[src/rtl/mips_mc_ctrl.sv]
// mips_mc_ctrl: multi-cycle sequencer for the MIPS core.
// Each instruction steps through FETCH -> DECODE -> EXEC -> (MEM) -> WB. The block drives the
// PC, IR, register-file and memory strobes. It stalls on the imem/dmem ready handshakes. It
// halts on syscall, on a reserved instruction, or when a memory wait times out, and it reports
// the cause on exc_code.
//
// Optional feature: define MIPS_CTRL_PERF_EN to add the perf_cycles/perf_retired counters.
//
// Ports:
//   clk, rst_b              core clock, asynchronous active-low reset
//   imem_req / imem_ready   instruction fetch handshake; ir_we latches IR (Mealy on imem_ready)
//   dcd_we/sys/ri/load/store decoder controls, sampled in DECODE only
//   dmem_req/dmem_wr/dmem_ready data access handshake (dmem_wr = 1 for a store)
//   rf_we, pc_we            one-cycle write strobes in WB
//   halted, exc_code        sticky halt and its cause (0 none, 1 sys, 2 RI, 3 bus timeout)
//   state                   debug view of the sequencer state
//   perf_cycles/perf_retired (MIPS_CTRL_PERF_EN only) free-running performance counters
module mips_mc_ctrl #(
  parameter int unsigned MEM_TIMEOUT = 15,
  parameter int unsigned CNT_W       = 32
) (
  input  logic             clk,
  input  logic             rst_b,
  output logic             imem_req,
  input  logic             imem_ready,
  output logic             ir_we,
  input  logic             dcd_we,
  input  logic             dcd_sys,
  input  logic             dcd_ri,
  input  logic             dcd_load,
  input  logic             dcd_store,
  output logic             dmem_req,
  output logic             dmem_wr,
  input  logic             dmem_ready,
  output logic             rf_we,
  output logic             pc_we,
  output logic             halted,
  output logic [1:0]       exc_code,
`ifdef MIPS_CTRL_PERF_EN
  output logic [CNT_W-1:0] perf_cycles,
  output logic [CNT_W-1:0] perf_retired,
`endif
  output logic [2:0]       state
);

  localparam int unsigned WAIT_W = 8;
  localparam logic [WAIT_W-1:0] WAIT_LIM = WAIT_W'(MEM_TIMEOUT);

  localparam logic [1:0] EXC_NONE = 2'd0;
  localparam logic [1:0] EXC_SYS  = 2'd1;
  localparam logic [1:0] EXC_RI   = 2'd2;
  localparam logic [1:0] EXC_BUS  = 2'd3;

  // Reject parameter values the 8-bit wait counter or the perf counters cannot support.
  if (MEM_TIMEOUT < 1 || MEM_TIMEOUT > 255 || CNT_W < 1) begin : g_bad_param
    $error("mips_mc_ctrl: MEM_TIMEOUT must be 1..255 and CNT_W >= 1");
  end

  typedef enum logic [2:0] {
    ST_FETCH  = 3'd0,
    ST_DECODE = 3'd1,
    ST_EXEC   = 3'd2,
    ST_MEM    = 3'd3,
    ST_WB     = 3'd4,
    ST_HALT   = 3'd5
  } state_e;

  state_e            state_q, state_d;
  logic [WAIT_W-1:0] wait_cnt_q, wait_cnt_d;
  logic [1:0]        exc_q, exc_d;
  logic              we_q, we_d;
  logic              load_q, load_d;
  logic              store_q, store_d;

  // State and latched decode registers
  always_ff @(posedge clk or negedge rst_b) begin
    if (!rst_b) begin
      state_q    <= ST_FETCH;
      wait_cnt_q <= '0;
      exc_q      <= EXC_NONE;
      we_q       <= 1'b0;
      load_q     <= 1'b0;
      store_q    <= 1'b0;
    end else begin
      state_q    <= state_d;
      wait_cnt_q <= wait_cnt_d;
      exc_q      <= exc_d;
      we_q       <= we_d;
      load_q     <= load_d;
      store_q    <= store_d;
    end
  end

  // Next-state logic. A wait cycle only counts as a timeout once wait_cnt has already
  // reached the limit, so a ready that arrives in that same cycle still completes normally.
  always_comb begin
    state_d    = state_q;
    wait_cnt_d = wait_cnt_q;
    exc_d      = exc_q;
    we_d       = we_q;
    load_d     = load_q;
    store_d    = store_q;
    unique case (state_q)
      ST_FETCH: begin
        if (imem_ready) begin
          state_d = ST_DECODE;
        end else if (wait_cnt_q >= WAIT_LIM) begin
          state_d = ST_HALT;
          exc_d   = EXC_BUS;
        end else begin
          wait_cnt_d = wait_cnt_q + WAIT_W'(1);
        end
      end
      ST_DECODE: begin
        we_d    = dcd_we;
        load_d  = dcd_load;
        store_d = dcd_store;
        if (dcd_sys) begin
          state_d = ST_HALT;
          exc_d   = EXC_SYS;
        end else if (dcd_ri) begin
          state_d = ST_HALT;
          exc_d   = EXC_RI;
        end else begin
          state_d = ST_EXEC;
        end
      end
      ST_EXEC: begin
        if (load_q || store_q) begin
          state_d    = ST_MEM;
          wait_cnt_d = '0;
        end else begin
          state_d = ST_WB;
        end
      end
      ST_MEM: begin
        if (dmem_ready) begin
          state_d = ST_WB;
        end else if (wait_cnt_q >= WAIT_LIM) begin
          state_d = ST_HALT;
          exc_d   = EXC_BUS;
        end else begin
          wait_cnt_d = wait_cnt_q + WAIT_W'(1);
        end
      end
      ST_WB: begin
        state_d    = ST_FETCH;
        wait_cnt_d = '0;
      end
      ST_HALT: begin
        state_d = ST_HALT;
      end
      default: begin
        state_d    = ST_FETCH;
        wait_cnt_d = '0;
      end
    endcase
  end

  // Moore strobes decoded from the registered state. ir_we is the only Mealy term.
  // imem_req is qualified with rst_b so that no strobe is seen while reset is held.
  always_comb begin
    imem_req = 1'b0;
    ir_we    = 1'b0;
    dmem_req = 1'b0;
    dmem_wr  = 1'b0;
    rf_we    = 1'b0;
    pc_we    = 1'b0;
    halted   = 1'b0;
    unique case (state_q)
      ST_FETCH: begin
        imem_req = rst_b;
        ir_we    = rst_b & imem_ready;
      end
      ST_MEM: begin
        dmem_req = 1'b1;
        dmem_wr  = store_q;
      end
      ST_WB: begin
        pc_we = 1'b1;
        rf_we = we_q & ~store_q;
      end
      ST_HALT: begin
        halted = 1'b1;
      end
      default: ;
    endcase
  end

  assign exc_code = exc_q;
  assign state    = state_q;

`ifdef MIPS_CTRL_PERF_EN
  logic [CNT_W-1:0] perf_cycles_q;
  logic [CNT_W-1:0] perf_retired_q;

  // Performance counters; both wrap naturally at 2^CNT_W
  always_ff @(posedge clk or negedge rst_b) begin
    if (!rst_b) begin
      perf_cycles_q  <= '0;
      perf_retired_q <= '0;
    end else begin
      if (state_q != ST_HALT) perf_cycles_q <= perf_cycles_q + CNT_W'(1);
      if (pc_we)              perf_retired_q <= perf_retired_q + CNT_W'(1);
    end
  end

  assign perf_cycles  = perf_cycles_q;
  assign perf_retired = perf_retired_q;
`endif

endmodule

[config.mk]
export PLATFORM = sky130hd
export DESIGN_NAME = mips_mc_ctrl
export DESIGN_NICKNAME = d
export VERILOG_FILES = /design/src/rtl/mips_mc_ctrl.sv
export SDC_FILE = /design/constraint.sdc
export NUM_CORES = 1
export LEC_CHECK = 0
export ABC_AREA = 1
export CAP_MARGIN = 20
export CORE_UTILIZATION = 47
export DETAILED_ROUTE_END_ITERATION = 16
export PLACE_DENSITY = 0.8
export SLEW_MARGIN = 20
export SYNTH_ARGS = -nofsm -noshare
export SYNTH_HDL_FRONTEND = slang
export SYNTH_SLANG_ARGS = --single-unit
[constraint.sdc]
create_clock -name clk -period 1.4 [get_ports clk]
set_input_delay 0.28 -clock clk [delete_from_list [all_inputs] [get_ports clk]]
set_output_delay 0.28 -clock clk [all_outputs]
set_load 0.01 [all_outputs]
# Word level (Yosys, flattened, before mapping)
# Cells that the tools add are included.
# op_classes
mux	25
eq_ne	9
bitwise	4
n_lt_le_gt_ge	1
reduce_logical	6
addsub	1
# ops
operator	n
two-way mux 8 bit	4
case mux 8 bit (4 select lines)	1
two-way mux 3 bit	6
case mux 3 bit (5 select lines)	1
two-way mux 2 bit	5
adder 8 x 1 -> 8 bit (second input constant)	1
>= comparator 8 x 4 -> 1 bit (second input constant)	1
AND reduction 4 bit	2
two-way mux 1 bit	7
equality test 3 x 2 -> 1 bit (second input constant)	2
equality test 3 bit (second input constant)	2
inequality test 2 bit (second input constant)	3
case mux 2 bit (3 select lines)	1
equality test 3 x 1 -> 1 bit (second input constant)	1
logical NOT 3 bit	1
inequality test 3 bit (second input constant)	1
nonzero test 3 bit	1
bitwise AND 1 bit	2
NOT 1 bit	2
OR reduction 2 bit	1
logical OR 1 bit	1
# totals
in_bits	9
out_inout_bits	12
register_bits	16

# Longest topological paths before layout
# Gate-level depths: netlist of run 1.
# depth
ltp_word	4
depth_mapped	8

# Worst setup path after synthesis of run 1
# OpenSTA, ideal clock, no wires.
# synth_path
kind	register -> register
from	reg state_q[1], in the netlist state[1]
to	reg exc_q[1], in the netlist exc_code[1]
path_stages_with_launch	9
path_buffers	0
t_required_ps	1283
setup_time_ps	117
slack_ps	148
t_arrival_ps	1135
synth_period_minus_slack_ps	1252
cell_sequence	dfrtp_1 nor2_2 nand2_2 nand2_4 nand2_4 nand2_2 nand3_2 nand2_1 nand2_1
# synth_via
elab_chain_len	3
elab_cells_between_ends	9
classes_between	eq/ne (5); mux (1); reduce/logical (3)
# synth_rtl
element	line	source
from (decl)	68	state_e state_q, state_d;
from (signal assigned)	85	state_q <= state_d;
equality test 3 x 1 -> 1 bit, or another cell as far along	103	unique case (state_q)
inequality test 3 bit (no line), or another cell as far along	n/a	
AND reduction 4 bit (no line)	n/a	
to (signal assigned)	80	exc_q <= EXC_NONE;
to (signal assigned)	87	exc_q <= exc_d;
to (decl)	70	logic [1:0] exc_q, exc_d;
# Several ways; a longest one is shown, not always the timed one.
# A chain may end at the register's enable or synchronous reset.

# Worst setup path in the final report of run 1
# layout_path
from	reg state_q[0], in the netlist state[0]
to	out halted
# layout_via
elab_chain_len	2
# layout_rtl
element	line	source
equality test 3 bit	170	unique case (state_q)
two-way mux 1 bit	170	
to (decl)	37	output logic halted,
# No other way between the ends.

==> impl_metrics.yaml, run 1 <==
outcome:
  status: "finished, violations left"
  violations: "setup timing"
worst_setup_path:
  rr_startpoint: "state[1]"
  critPathBufInv: 4
  critPathTopFamily: "flip-flops"
  cp_cell_sequence: "buf_6, inv_4, nor2_4, inv_2, nor2_2, buf_2"
  worstPathMaxFanout: 3
  cp-startpoint: "state[0]"
  worstSetupPathType: "flop to output pin"
  cp.arrival_ps: 1290
  critical_path.max_stage_delay_ps: 420
  required_ps: 1120
  crit_path_start_kind: "flop"
  crit_path_end_kind: "output pin"
  slowest_stage: "dfrtp_2"
detailed_routing:
  topRoutingLayerUsed: "met4"
  route.detailed.wl_per_inst_um: 14.1
  routed_wl_um: 2820
  drt_iter0_drc: 27
  via_count: 1042
  drc: 0
  ant_nets: 0
  wl_met2_um: 1510
  wl_met3_um: 120
  drtPass1Iterations: 4
  via_per_inst: 5.21
  m1WireLength_um: 1140
logic_synthesis:
  synth_xor_area_share_pct: 0.919
  synth-simple-area-share_pct: 43.3
  synth_top_area_share_pct: 42.0
  syn_area_per_cell_um2: 7.75
  ys_ff_latch: 16
  synth_top_family_by_area: "simple AND/OR/NAND/NOR gates"
  synth_top_cell_by_area: "dfrtp_1"
  synthesis.nets: 133
  yosys_warnings: 0
  synthAdderAreaFrac_pct: 1.31
  synthMuxAreaShare_pct: 0
  synth_cell_types: 24
  ys_seq_area_share_pct: 42.0
  syn_inst: 123
  synthesis.area_um2: 953
  synth_compound_area_share_pct: 4.72
  synth_area_leaders: "dfrtp_1 (42%), nand2_1 (11%), nor2_1 (7.1%)"
cells_and_area:
  antenna_cells: 0
  syn2layout_area_growth_pct: 58.5
  n_fill_cell: 103
  nNetsFinal: 187
  final_cells: 200
  drive_gt1_share_pct: 46.9
  postLayoutCoreUtil_pct: 83.0
clock_network:
  cts_tree: "yes"
  cts_max_level: 1
  clk_pin_slew_worst_paths_ps: 90
  cts_buffer_depth: 2
  cts-buffers-inserted: 3
  cts_root_buf: "clkbuf_4"
  cts_hold_buf: 0
  clk_latency_ps: 290
  cts_sinks: 16
pwr:
  leakagePower_nw: 0.757
  power_density_nw_per_um2: 1870
  ir_drop_uv: 1270
placed_design:
  dp_hpwl_um: 1720
  pre_cts_slack_ps: -372
  gp_congestion: 0.844
  dp_cells: 187
  io_buffers: 20
sta:
  hold_viol_final: 0
  period_share_pct: 112
  max_freq_mhz: 637
  setup_violations: 16
  drv_slew: 0
  fin_crit_ps: 1570
  rsz0062_at_grt: "true"
  skew_ps: 2.02
  slew_headroom_pct: 80.3
  setup_ws_ps: -169
  worst_pin_slew_ps: 294
floorplan:
  start_util_pct: 52.4
  rows: 15
  die_height_um: 47.0
  core_area_um2: 1820
  io-pin-count: 21
  fp.dieW_um: 47.0
  dieArea_um2: 2210
grt:
  antenna_found_initial: 0
  grt.total_usage_pct: 25.3
  grt_first_pass_wirelength_um: 3860
  overflow: 0
  grt_max_degree: 17
  grt_pass1_vias: 949
flow_run:
  cap_violations: 0
min_path:
  hold_path.class: "input pin to async pin"
==> routing by layer <==
| metal | GRT usage (%) | vias up |
|---|---|---|
| li1 | - | 500 |
| met1 | 28.8 | 504 |
| met2 | 46.4 | 32 |
| met3 | 2.31 | 6 |
| met4 | 13.1 | 0 |
| met5 | 0 | - |
==> layout by cell type (no fill, tap or decap), types with 6 or more instances in the layout <==
cell type / netlist / final
buf_4: 0 / 22
nand2_2: 4 / 6
nand2_1: 27 / 23
dfrtp_1: 16 / 14
nor2_1: 18 / 14
inv_1: 14 / 10
clkdlybuf4s50_1: 0 / 8
buf_6: 0 / 8
inv_2: 4 / 6
nor2_2: 8 / 8
buf_2: 0 / 6
nand3_1: 7 / 6
==> sequential cells by signal, summed over array words and instances, names as in the netlist <==
name	count
exc_code	2
load_q	1
state	3
store_q	1
wait_cnt_q	8
we_q	1
==> Yosys cell counts <==
cell type,instances
nand2_1,27
nor2_1,18
dfrtp_1,16
inv_1,14
nor2_2,8
nand3_1,7
nand4_1,5
inv_2,4
nand2_2,4
nand2_4,3
nand3_2,2
nand3b_1,2
o21ai_0,2
a21oi_1,1
a21oi_2,1
ha_1,1
inv_4,1
nand3_4,1
nor2_4,1
nor3_1,1
o211ai_1,1
o22ai_1,1
o31ai_1,1
xnor2_1,1
==> cell type report <==
| cell class | instances | area, um2 | area share [%] |
|---|---|---|---|
| inverters | 19 | 78.8 | 5.22 |
| repair buffers | 49 | 409 | 27.1 |
| well taps | 25 | 31.3 | 2.07 |
| clock buffers | 3 | 22.5 | 1.49 |
| flip-flops and latches | 16 | 403 | 26.7 |
| multi-input cells | 88 | 567 | 37.5 |
==> what timing repair did <==
item / 4_1_cts / 5_1_grt
endpoints found under the setup margin: 15 / 23
buffers inserted: 5 / 7
pin swaps: 7 / 16
resized for setup: 41 / 33
==> worst paths after layout <==
path,slack (ps),cells after the start,end
worst min register to register,490,2,exc_code[1]
worst min-delay path,380,2,wait_cnt_q[7]
min in group clk,490,2,exc_code[1]
worst max-delay path,-170,6,halted
worst max register to register,-40,9,wait_cnt_q[5]
max in group asynchronous,820,2,state[1]
==> metrics by stage <==
step	hold slack (ps)	TNS, ps	instance area [um2]	power, W
final	380	-931	1510	0.00282
after global routing	405	-1610	1510	0.00299
after CTS	388	-1180	1400	0.00246
after detailed placement	474	-3130	1330	0.00214
after global placement	457	-2600	1330	0.00208
after floorplan	-15.6	0	953	0.00146
==> report_power, final <==
group / internal (W) / total [W] / switching (W)
Sequential: 0.000595 / 0.000687 / 0.0000927
Clock: 0.000100 / 0.000243 / 0.000143
Combinational: 0.000846 / 0.00189 / 0.00105
Total: 0.00154 / 0.00282 / 0.00128
==> cells by family (layout without fill, tap and decap cells) <==
kind of cell	after synthesis	count (layout)
adder cells (fa/ha/maj)	1	1
flip-flops	16	16
AND/OR/NAND/NOR	79	79
XOR/XNOR	1	1
buffers and inverters	19	71
AO/OA/AOI/OAI	7	7
Note: power is estimated with default switching activity, not from simulation.
==> run 2: changes to the inputs <==
--- a/config.mk
+++ b/config.mk
@@ -9,7 +9,7 @@
 export CAP_MARGIN = 20
 export CORE_UTILIZATION = 47
 export DETAILED_ROUTE_END_ITERATION = 16
-export PLACE_DENSITY = 0.8
+export PLACE_DENSITY_LB_ADDON = 0.2
 export SLEW_MARGIN = 20
 export SYNTH_ARGS = -nofsm -noshare
 export SYNTH_HDL_FRONTEND = slang
==> run 2 against run 1 <==
The flow still finishes with violations (setup timing). Die area did not move. Via count fell by 6.0%. Global-route usage fell by 0.44 points. Wire length fell by 13%. Worst hold slack improved by 13 ps. Register-to-register slack barely moved. Critical endpoint is now imem_req. Highest routed layer unchanged.
==> impl_metrics.yaml, run 2 (synthesized netlist as in run 1, its figures left out) <==
outcome:
  status: "finished, violations left"
  violations: "setup timing"
cells_and_area:
  final_cell_mix: "buf_4 (23), nand2_1 (22), nor2_1 (15)"
  syn2layout_area_growth_pct: 52.8
  largest_reg_flops: 8
  drive_gt1_share_pct: 44.8
  final_cells: 197
  n_fill_cell: 123
  layout_commonest_cell: "buf_4"
  top_register: "wait_cnt_q"
  antenna_cells: 0
  stdcell_area_um2: 1460
  nNetsFinal: 183
grt:
  grt_first_pass_wirelength_um: 3750
  antenna_found_initial: 0
  grt_pass1_vias: 926
  overflow: 0
  grt.total_usage_pct: 24.8
  grt_max_degree: 17
sta:
  rsz0062_at_grt: "true"
  period_share_pct: 113
  drv_slew: 0
  hold_viol_final: 0
  fin_crit_ps: 1580
  setup_ws_ps: -176
  max_freq_mhz: 634
  slew_headroom_pct: 81.6
  skew_ps: 1.19
  worst_pin_slew_ps: 273
  setup_violations: 19
detailed_routing:
  ant_nets: 0
  via_count: 979
  route.detailed.wl_per_inst_um: 12.4
  routed_wl_um: 2450
  via_per_inst: 4.97
  drtPass1Iterations: 4
  drt_iter0_drc: 13
  drc: 0
worst_setup_path:
  rr_startpoint: "state[1]"
  required_ps: 1120
  crit_path_end_kind: "output pin"
  cp.arrival_ps: 1300
  crit_path_start_kind: "flop"
  reg2regPathDepth: 8
  worstSetupPathType: "flop to output pin"
  worstPathMaxFanout: 3
  r2r_end: "wait_cnt_q[7]"
  r2r_setup_slack_ps: -50
placed_design:
  dp_cells: 186
  gp_congestion: 0.830
  dp_hpwl_um: 1780
  io_buffers: 20
  placed_area_um2: 1320
  pre_cts_slack_ps: -408
min_path:
  hold_path.class: "input pin to async pin"
clock_network:
  cts_root_buf: "clkbuf_4"
  cts_sinks: 16
  clk_latency_ps: 290
  cts_tree: "yes"
  cts_hold_buf: 0
  cts_buffer_depth: 2
  cts_max_level: 1
  clk_pin_slew_worst_paths_ps: 90
  cts-buffers-inserted: 3
floorplan:
  io-pin-count: 21
  fp.dieW_um: 47.0
  start_util_pct: 52.4
  dieArea_um2: 2210
  die_height_um: 47.0
  core_area_um2: 1820
  rows: 15
pwr:
  power_frac_seq_pct: 25.8
  p_sw_w: 0.00119
  ir_drop_uv: 1090
  internal-power_w: 0.00149
  sw_frac_of_total_pct: 44.3
  power_frac_clock_pct: 11.7
  p_comb_share_pct: 62.6
  power_density_nw_per_um2: 1840
  leakagePower_nw: 0.734
flow_run:
  cap_violations: 0
==> run 2: changes by cell type in the layout (fill, tap and decap cells not counted), sizes merged <==
cell           previous run  this run
buf                      36        34
clkdlybuf4s15             2         1
==> run 2: what timing repair did <==
| action | 4_1_cts | 5_1_grt |
|---|---|---|
| pin swaps | 7 | 9 |
| gates cloned | 0 | 0 |
| buffers inserted | 5 | 2 |
| setup endpoints to repair | 12 | 20 |
| gates resized for setup | 48 | 19 |
==> run 2: cell type report <==
| cell class | instances | area (um2) | share of cell area (%) |
|---|---|---|---|
| clock buffers | 4 | 36.3 | 2.49 |
| well taps | 25 | 31.3 | 2.15 |
| repair buffers | 45 | 367 | 25.2 |
| inverters | 19 | 78.8 | 5.41 |
| multi-input cells | 88 | 541 | 37.1 |
| flip-flops and latches | 16 | 403 | 27.7 |
==> run 2: worst max path at each step <==
stage               startpoint     endpoint  slack (ps)  depth (start not counted)
floorplan             state[1]  exc_code[1]         150                          8
global placement         rst_b        ir_we        -350                          4
detailed placement       rst_b     imem_req        -410                          4
CTS                   state[1]        pc_we        -150                          5
global route          state[1]     imem_req        -230                          5
finish                state[1]     imem_req        -180                          5
==> run 2: stage by stage <==
stage / TNS, ps / util, % / total power [W] / hold WS, ps
finish: -1250 / 80.0 / 0.00268 / 393
global route: -2140 / 80.0 / 0.00285 / 411
CTS: -769 / 76.7 / 0.00254 / 395
detailed placement: -2960 / 72.5 / 0.00214 / 490
global placement: -2400 / 72.5 / 0.00208 / 457
floorplan: 0 / - / 0.00146 / -15.6
==> run 2: power groups by stage <==
stage                     clock network [W]  logic, W  registers (W)
after floorplan                           0  0.000730       0.000728
after global placement                    0   0.00140       0.000688
after detailed placement                  0   0.00145       0.000696
after CTS                          0.000319   0.00153       0.000683
after global routing               0.000331   0.00182       0.000704
final                              0.000312   0.00167       0.000689
==> run 2: per-layer routing <==
layer	GRT usage, %	vias to the layer above	wire length [um]
li1	-	490	-
met1	26.3	461	986
met2	46.7	21	1310
met3	4.23	7	90
met4	12.6	0	55
met5	0	-	0
==> run 2: critical path, cell delays in order, from the launching register on <==
cell,delay (ps)
dfrtp_2,420
buf_6,130
nor2_4,130
nand2_2,90
nor2_2,90
buf_2,150
==> run 3: changes to the inputs <==
--- a/config.mk
+++ b/config.mk
@@ -8,6 +8,7 @@
 export ABC_AREA = 1
 export CAP_MARGIN = 20
 export CORE_UTILIZATION = 47
+export CTS_CLUSTER_SIZE = 20
 export DETAILED_ROUTE_END_ITERATION = 16
 export PLACE_DENSITY_LB_ADDON = 0.2
 export SLEW_MARGIN = 20
==> results of run 3 <==
Final layout, timing and power as in run 2 (identical DEF).
==> edit, RTL diff (config.mk and constraints of run 3) <==
`WAIT_W`: 8 -> 6.
--- a/src/rtl/mips_mc_ctrl.sv
+++ b/src/rtl/mips_mc_ctrl.sv
@@ -43,7 +43,7 @@
   output logic [2:0]       state
 );
 
-  localparam int unsigned WAIT_W = 8;
+  localparam int unsigned WAIT_W = 6;
   localparam logic [WAIT_W-1:0] WAIT_LIM = WAIT_W'(MEM_TIMEOUT);
 
   localparam logic [1:0] EXC_NONE = 2'd0;
Function: no difference found for any inputs over 10 cycles, from zero or initial values and one cycle with rst_b low; that may be too few to reach the edited logic, so the function may still have changed.
==> edit against run 3 <==
- first-iteration DRC count increased to 3.0 times the old value
- setup slack improved by 0.066 ns
- synthesized area decreased by 5.5%
- design area decreased by 2.0%
- clock power decreased by 4%
- largest cell class unchanged
- sequential cell count decreased by 2
- the run still ends with setup timing left
- synthesized cell count decreased by 2.4%
- power increased by 3.7%
- routed wire length increased by 6.5%
==> edit: results (changes against run 3) <==
Post-Syn Nets: 130 (-2.3%)
largest net degree at the start of global routing: 15 (-2)
drt first pass iters: 6 (+2)
Final setup viols: 16 (-3)
CP Max Fanout: 5 (+2)
max incr delay on CP: 0.39 ns (-0.03 ns)
post-synthesis mux area share: 0 (unchanged)
core area: 1760 um^2 (-3.1%)
Leak: 0.744 nW (+1.5%)
Post-synth top cells: nand2_1 (31), nor2_1 (19), dfrtp_1 (14), inv_1 (13), nand3_1 (10)
First DRT Iteration DRCs: 39 (+26)
Clock Skew: 0.00337 ns (+0.00218 ns)
Seq. pwr: 0.000621 W (-9.9%)
Largest delay share family, worst path: buffers and inverters
final hold slack: 0.378 ns (-0.0155 ns)
Place WS: -0.342 ns (+0.0656 ns)
vias in the first global route: 849 (-8.3%)
failing checks: setup timing
worst setup margin: -0.110 ns (+0.0658 ns)
drt wl/cell: 13.6 um (+9.3%)
Slew headroom: 0.826 (+0.0100)
post-synthesis adder-cell area fraction: 0.0139 (+0.000766)
Seq/Total Area, Yosys: 0.389 (-0.0311)
vias per cell: 5.17 (+4.1%)
Largest register FFs: 6 (-2)
fin cells: 192 (-2.5%)
first-pass GRT wire length: 3570 um (-4.8%)
Synth Area in Compound Gates: 0.0444 (-0.00280)
switching share of power: 0.443 (about the same)
post-synthesis instance total: 120 (-2.4%)
Synth Area in XOR/XNOR: 0.00972 (+0.000536)
hpwl dp: 1630 um (-8.5%)
CP startpoint: state[2]$_DFF_PN0_
Cell Area, Placed: 1240 um^2 (-5.7%)
worst flop-to-flop path startpoint: state[0]$_DFF_PN0_
Worst Path Arrival: 1.23 ns (-0.07 ns)
outcome: finished, violations left
Critical R2R Capture: wait_cnt_q[1]$_DFFE_PN0P_
Worst R2R Setup Slack: -0.08 ns (-0.03 ns)
crit path to: state[2]
GP Congestion: 0.847 (+2.1%)
Setup TNS Final: -0.684 ns (+0.562 ns)
worst ir drop on vdd: 0.00135 V (+24%)
share of cells above drive strength 1: 0.407 (-0.0405)
Clk. pwr: 0.000298 W (-4%)
Synth cell types: 20 (-17%)
ranking of synthesized cells by area: dfrtp_1 (39%), nand2_1 (13%), nor2_1 (7.9%), nand3_1 (5.6%), inv_1 (5.4%)
PwrDens: 1940 nW/um^2 (+5.8%)
edit: cell count changes in the layout (fill, tap and decap cells not counted), moves of 2 or more:
cell      before  now
inv_2          6    3
a21boi_1       0    2
nor2_2         9    3
dfrtp_2        2    0
buf_4         23   16
nor2_4         3    6
nand4_1        5    3
nand3_1        6    8
o21ai_0        2    5
nand2_1       22   26
nand3_4        2    4
buf_6          5   10
edit: layout make-up:
type / count / area, um^2
inverter: 16 / 78.8
multi-input combinational: 90 / 562
timing repair buffer: 43 / 369
fill: 125 / 337
tap: 25 / 31.3
sequential: 14 / 350
clock buffer: 4 / 36.3
edit: per-layer routing:
metal  vias to the layer above  part of all wire  wire length (um)  GRT usage
li1                        475                 -                 -          -
met1                       458              0.40              1040      0.292
met2                        50              0.52              1350      0.429
met3                        10             0.062               161     0.0476
met4                         0             0.022                57     0.0529
met5                         -                 0                 0          0
edit: what timing repair did:
action                                  CTS  global route
gates resized for setup                  48            25
endpoints found under the setup margin   12            16
setup buffers                             2             6
pin swaps                                 1             9
